`src/rtl/pipe_stage_buf.sv`:
```
// Pipeline stage boundary register: valid/ready handshake, synchronous flush, optional skid slot.
// An empty stage always presents an all-zero payload so downstream decodes it as a NOP bubble.
module pipe_stage_buf #(
  parameter int DATA_W = 32,
  parameter int SKID   = 1,
  parameter int CNT_W  = 16
) (
  input  logic              clk,
  input  logic              reset,
  input  logic              flush,
  input  logic              in_valid,
  output logic              in_ready,
  input  logic [DATA_W-1:0] in_data,
  output logic              out_valid,
  input  logic              out_ready,
  output logic [DATA_W-1:0] out_data,
  output logic [CNT_W-1:0]  stall_cnt
);

  typedef enum logic [1:0] {EMPTY, ONE, FULL} state_e;

  state_e            state_q, state_d;
  logic [DATA_W-1:0] m_q, m_d;
  logic [DATA_W-1:0] s_q, s_d;
  logic              rdy_q, rdy_d;
  logic [CNT_W-1:0]  stall_q, stall_d;
  logic              accept;
  logic              deliver;

  assign out_valid = (state_q != EMPTY);
  assign out_data  = out_valid ? m_q : '0;
  // With the skid slot, in_ready comes straight from a flop: no out_ready -> in_ready path.
  assign in_ready  = reset & ((SKID != 0) ? rdy_q : (~out_valid | out_ready));
  assign accept    = in_valid & in_ready;
  assign deliver   = out_valid & out_ready;
  assign stall_cnt = stall_q;

  // NOTE: every signal written here gets a default first, so no latch can be inferred.
  always_comb begin
    state_d = state_q;
    m_d     = m_q;
    s_d     = s_q;
    stall_d = stall_q;

    case (state_q)
      EMPTY: begin
        if (accept) begin
          m_d     = in_data;
          state_d = ONE;
        end
      end
      ONE: begin
        if (accept && deliver) begin
          m_d = in_data;
        end else if (accept) begin
          s_d     = in_data;
          state_d = FULL;
        end else if (deliver) begin
          m_d     = '0;
          state_d = EMPTY;
        end
      end
      FULL: begin
        if (deliver) begin
          m_d     = s_q;
          s_d     = '0;
          state_d = ONE;
        end
      end
      default: begin
        state_d = EMPTY;
      end
    endcase

    if (flush) begin
      state_d = EMPTY;
      m_d     = '0;
      s_d     = '0;
    end

    rdy_d = (state_d != FULL);

    if (out_valid && !out_ready && (stall_q != '1)) begin
      stall_d = stall_q + CNT_W'(1);
    end
  end

  // NOTE: flops use non-blocking assignments so every register samples pre-edge values.
  always_ff @(posedge clk) begin
    if (!reset) begin
      state_q <= EMPTY;
      // NOTE: payload registers are reset too: an idle stage must show a zero NOP, not stale bits.
      m_q     <= '0;
      s_q     <= '0;
      rdy_q   <= 1'b0;
      stall_q <= '0;
    end else begin
      state_q <= state_d;
      m_q     <= m_d;
      s_q     <= s_d;
      rdy_q   <= rdy_d;
      stall_q <= stall_d;
    end
  end

  a_bubble_zero: assert property (@(posedge clk) disable iff (!reset)
    !out_valid |-> (out_data == '0));

  a_no_accept_when_full: assert property (@(posedge clk) disable iff (!reset)
    (state_q == FULL) |-> !accept);

  a_single_entry_without_skid: assert property (@(posedge clk) disable iff (!reset)
    (SKID == 0) |-> (state_q != FULL));

endmodule

```
`config.mk`:
```
export PLATFORM = sky130hd
export DESIGN_NAME = pipe_stage_buf
export DESIGN_NICKNAME = d
export VERILOG_FILES = /design/src/rtl/pipe_stage_buf.sv
export SDC_FILE = /design/constraint.sdc
export NUM_CORES = 1
export LEC_CHECK = 0
export ABC_AREA = 1
export CAP_MARGIN = 20
export CORE_MARGIN = 2
export CORE_UTILIZATION = 55
export DETAILED_ROUTE_END_ITERATION = 6
export GPL_TIMING_DRIVEN = 0
export PLACE_DENSITY = 0.85
export SLEW_MARGIN = 20
export SYNTH_ARGS = -nofsm -noshare
export SYNTH_HDL_FRONTEND = slang
export SYNTH_SLANG_ARGS = --single-unit
```
`constraint.sdc`:
```
create_clock -name clk -period 3.7 [get_ports clk]
set_clock_uncertainty 0.1 [all_clocks]
set_input_delay 1.11 -clock clk [delete_from_list [all_inputs] [get_ports clk]]
set_output_delay 1.11 -clock clk [all_outputs]
set_load 0.02 [all_outputs]
```
### Yosys cells after proc, flatten, opt, wreduce, memory -nomap -nowiden

Index checks and enable logic that the tools add are counted.

| cells by class | value |
|---|---|
| bitwise gates (word level) | 4 |
| equality and inequality tests | 10 |
| reduce and logical (&&, ||, !) cells | 11 |
| add/sub/neg operators | 1 |
| muxes and demuxes | 16 |

Operator list:

| operator | count |
|---|---|
| 32-bit two-way mux | 7 |
| 32-bit one-hot mux with 3 select lines | 1 |
| 32-bit one-hot mux with 2 select lines | 1 |
| 16-bit by 1-bit adder with 16-bit output, second input constant | 1 |
| 16-bit != test, second input constant | 1 |
| 2-bit two-way mux | 6 |
| 2-bit != test, second input constant | 5 |
| 3-bit != test, second input constant | 2 |
| 2-bit one-hot mux with 3 select lines | 1 |
| 5-bit AND reduction | 1 |
| 4-bit AND reduction | 1 |
| 2-bit nonzero test | 2 |
| 1-bit bitwise AND | 3 |
| 1-bit logical AND | 3 |
| 3-bit nonzero test | 1 |
| 2-bit by 1-bit == test with 1-bit output, second input constant | 1 |
| 2-bit == test, second input constant | 1 |
| 2-bit zero test | 1 |
| 2-bit OR reduction | 1 |
| 1-bit zero test | 1 |
| 1-bit inverter | 1 |

| storage, ports and cells | value |
|---|---|
| input port bits | 37 |
| output and inout port bits | 50 |
| logic and storage cells | 47 |
| flip-flop bits (word level) | 83 |

### Longest topological paths before layout

| depth | value |
|---|---|
| depth in word-level cells | 8 |
| mapped depth | 12 |
| depth with buffers taken out | 11 |

### Least setup slack after synthesis

No wires, ideal clock.

| timing path | value |
|---|---|
| path type | in2out |
| start point | in reset |
| end point | out in_ready |
| stages | 2 |
| required time | 2.490 ns |
| arrival | 1.281 ns |
| path slack | 1.209 ns |
| path buffers | 0 |
| path through | nand2_1 -> inv_1 |

| between the ends | value |
|---|---|
| longest elaborated chain between the ends | 1 |

RTL lines:

| item | line | source |
|---|---|---|
| from (decl) | 9 | `input logic reset,` |
| 1-bit bitwise AND | 33 | `assign in_ready = reset & ((SKID != 0) ? rdy_q : (~out_valid \| out_ready));` |
| to (decl) | 12 | `output logic in_ready,` |

Every way passes these cells.

### Final worst setup path

| timing path | value |
|---|---|
| start point | reg state_q[0] |
| end point | out out_data[16] |

| between the ends | value |
|---|---|
| longest elaborated chain between the ends | 2 |

RTL lines:

| item | line | source |
|---|---|---|
| from (decl) | 22 | `state_e state_q, state_d;` |
| from (signal assigned) | 98 | `state_q <= state_d;` |
| 2-bit nonzero test | 30 | `assign out_valid = (state_q != EMPTY);` |
| 32-bit two-way mux | 31 | `assign out_data = out_valid ? m_q : '0;` |
| to (decl) | 16 | `output logic [DATA_W-1:0] out_data,` |

Every way passes these cells.

==> flow_metrics.tcl <==
set metrics [dict create \
    worst_pin_slew_ns 0.587 \
    p_leak_nw 2.19 \
    tns_ns 0 \
    hold_path_class "reg -> reg" \
    finalSetupViolCount 0 \
    gp_congestion 0.891 \
    finish.utilization_pct 73.2 \
    worstPathMaxFanout 10 \
    hold_buffers 0 \
    syn2layout_area_growth_pct 29.8 \
    clk_latency_ns 0.36 \
    critPathArrivalTime_ns 2.35 \
    maxCapViolations 0 \
    cts_buffers 9 \
    holdWs_ns 0.425 \
    grtUsageTotal_pct 26.6 \
    clkTransAtPathRegs_ns 0.08 \
    ys_seq_elements 83 \
    grt_pass1_vias 4000 \
    synthTopCellsByArea "dfxtp_1, nand2_1, a21oi_1, nor2_1, inv_1" \
    num_io_pins 87 \
    root_buffer "clkbuf_8" \
    ir_drop_mv 0.223 \
    num_vias 4303 \
    path_delay_family "buffers and inverters" \
    synth.top_cell.area_share_pct 40.8 \
    drive_gt1_share_pct 8.96 \
    syn_area_um2 4070 \
    initial_core_util_pct 56.4 \
    startpoint_type "flop" \
    finalInstanceArea_um2 5280 \
    drv_slew 0 \
    synthDistinctLibCells 26 \
    io_buffers 86 \
    row_count 31 \
    avgViaCountPerCell 5.29 \
    die_x_um 90.0 \
    grt_pass1_wl_um 18100 \
    post-route-drc-count 0 \
    cp-end-kind "primary output" \
    max_freq_mhz 281 \
    cp_slowest_stage_delay_ns 0.63 \
    yosysWarnings 0 \
    worst-setup-path-type "reg -> out" \
    dieArea_um2 8110 \
    required_ns 2.49 \
    die_h_um 90.0 \
    max-slew-margin-rel_pct 60.9 \
    fin_crit_ns 3.56 \
    clk_path_buf_depth 2 \
    p_total_mw 1.82 \
    antenna_cells 0 \
    wire_per_inst_um 13.4 \
    nets 751 \
    cp.buffers_inverters 4 \
    cts_tree "done" \
    synth_top_cell_by_area "dfxtp_1" \
    place_area_um2 5060 \
    clock_sinks 83 \
    critPathSlowestCell "clkdlybuf4s50_1" \
    drt-initial-drc-count 297 \
    syn_area_per_cell_um2 6.65 \
    core_area_um2 7210 \
    detail-route-antenna-nets 0 \
    p_per_area_nw_per_um2 344 \
    grt_max_degree 16 \
    htree_levels 3 \
    rsz0062_at_grt "no" \
    synthCells 612 \
    fin_crit_sh_pct 96.2 \
    dp_hpwl_um 7670 \
    grt_overflow_total 0 \
    antenna_found_initial 0 \
    finalWirelength_um 10900 \
    first_pass_iters 5 \
    post_cts.repair.setup_buffers 0 \
    hold_viol_final 0 \
    synthesis.nets 654 \
    status "finished clean" \
    crit_path_cell_trace "inv_1, ha_1, buf_4, clkbuf_1, nor2_1, clkdlybuf4s50_1" \
    ys_seq_area_share_pct 40.8 \
]
sequential cells by signal, indices dropped and copies added, names as in the netlist:
register,count
m_q,32
s_q,32
stall_cnt,16
state_q,2
rdy_q,1
path summary, 6_finish.rpt:
| kind | startpoint | endpoint | slack [ns] | depth (start not counted) |
|---|---|---|---|---|
| setup reg to reg | state_q[0] | m_q[7] | 1.64 | 9 |
| hold reg to reg | s_q[20] | s_q[20] | 0.42 | 2 |
| setup / recovery | state_q[0] | out_data[16] | 0.14 | 6 |
| hold / removal | s_q[20] | s_q[20] | 0.42 | 2 |
synth_stat cells (all sizes together):
| cell type | count |
|---|---|
| nor2 | 94 |
| clkinv | 1 |
| nand2 | 166 |
| nand3 | 14 |
| ha | 5 |
| xor2 | 3 |
| nand4 | 6 |
| dfxtp | 83 |
| o211ai | 1 |
| inv | 53 |
| o21ai | 40 |
| xnor2 | 4 |
| buf | 20 |
| clkbuf | 14 |
| a21oi | 108 |
logic make-up after synthesis:
| group | synth area share (%) |
|---|---|
| AO/OA/AOI/OAI | 19.5 |
| XOR/XNOR | 1.51 |
| adder cells (fa/ha/maj) | 1.54 |
| buffers and inverters | 9.10 |
| flip-flops | 40.8 |
| AND/OR/NAND/NOR | 27.6 |
layout make-up:
class	instances	area, um2
tap	99	124
multi-input combinational	441	2040
inverter	54	203
buffer	34	168
clock buffer	9	124
timing repair buffer	86	863
sequential	83	1660
clock inverter	7	101
fill	613	1930
tightest hold or removal path, stage by stage (launching register included):
cell	delay [ns]
dfxtp_1	0.34
o21ai_1	0.07
nor2_1	0.08
routing by layer:
metal	wire length (um)	track usage (%)	part of all wire [%]
met2	5350	45.5	49
met3	725	3.69	6.7
met1	4630	34.1	42
met5	0	0	0
met4	183	10.1	1.7
cells in the final DEF (no fill, tap or decap), types with 2 or more instances in the layout:
| cell type | n |
|---|---|
| nand3_1 | 13 |
| nor2_2 | 4 |
| clkbuf_1 | 14 |
| nor2_1 | 89 |
| nand2_2 | 7 |
| xnor2_1 | 4 |
| inv_1 | 45 |
| buf_2 | 14 |
| xor2_1 | 3 |
| buf_4 | 2 |
| clkbuf_8 | 9 |
| nand2_1 | 159 |
| o21ai_0 | 32 |
| a21oi_1 | 101 |
| clkdlybuf4s50_1 | 85 |
| nand4_1 | 6 |
| bufinv_16 | 2 |
| buf_6 | 2 |
| dfxtp_1 | 83 |
| buf_1 | 2 |
| clkinv_4 | 2 |
| a21oi_2 | 7 |
| o21ai_1 | 7 |
| clkinvlp_4 | 2 |
| inv_2 | 8 |
| ha_1 | 5 |
through the flow:
step	setup WS, ns	cells
2_1_floorplan	1.21	612
3_3_place_gp	0.0396	797
3_5_place_dp	0.0485	797
4_1_cts	0.0442	813
5_1_grt	0.0369	813
6_report	0.139	813
report_power, final:
| part | switching (mW) | internal, mW |
|---|---|---|
| Combinational | 0.0935 | 0.0709 |
| Clock | 0.357 | 0.385 |
| Sequential | 0.00466 | 0.905 |
| Total | 0.455 | 1.36 |
what timing repair did:
item,CTS,global route
setup endpoints to repair,0,1
gates resized for setup,0,1
hold endpoints to repair,0,0
No activity file was read; power rests on OpenSTA's default activity.
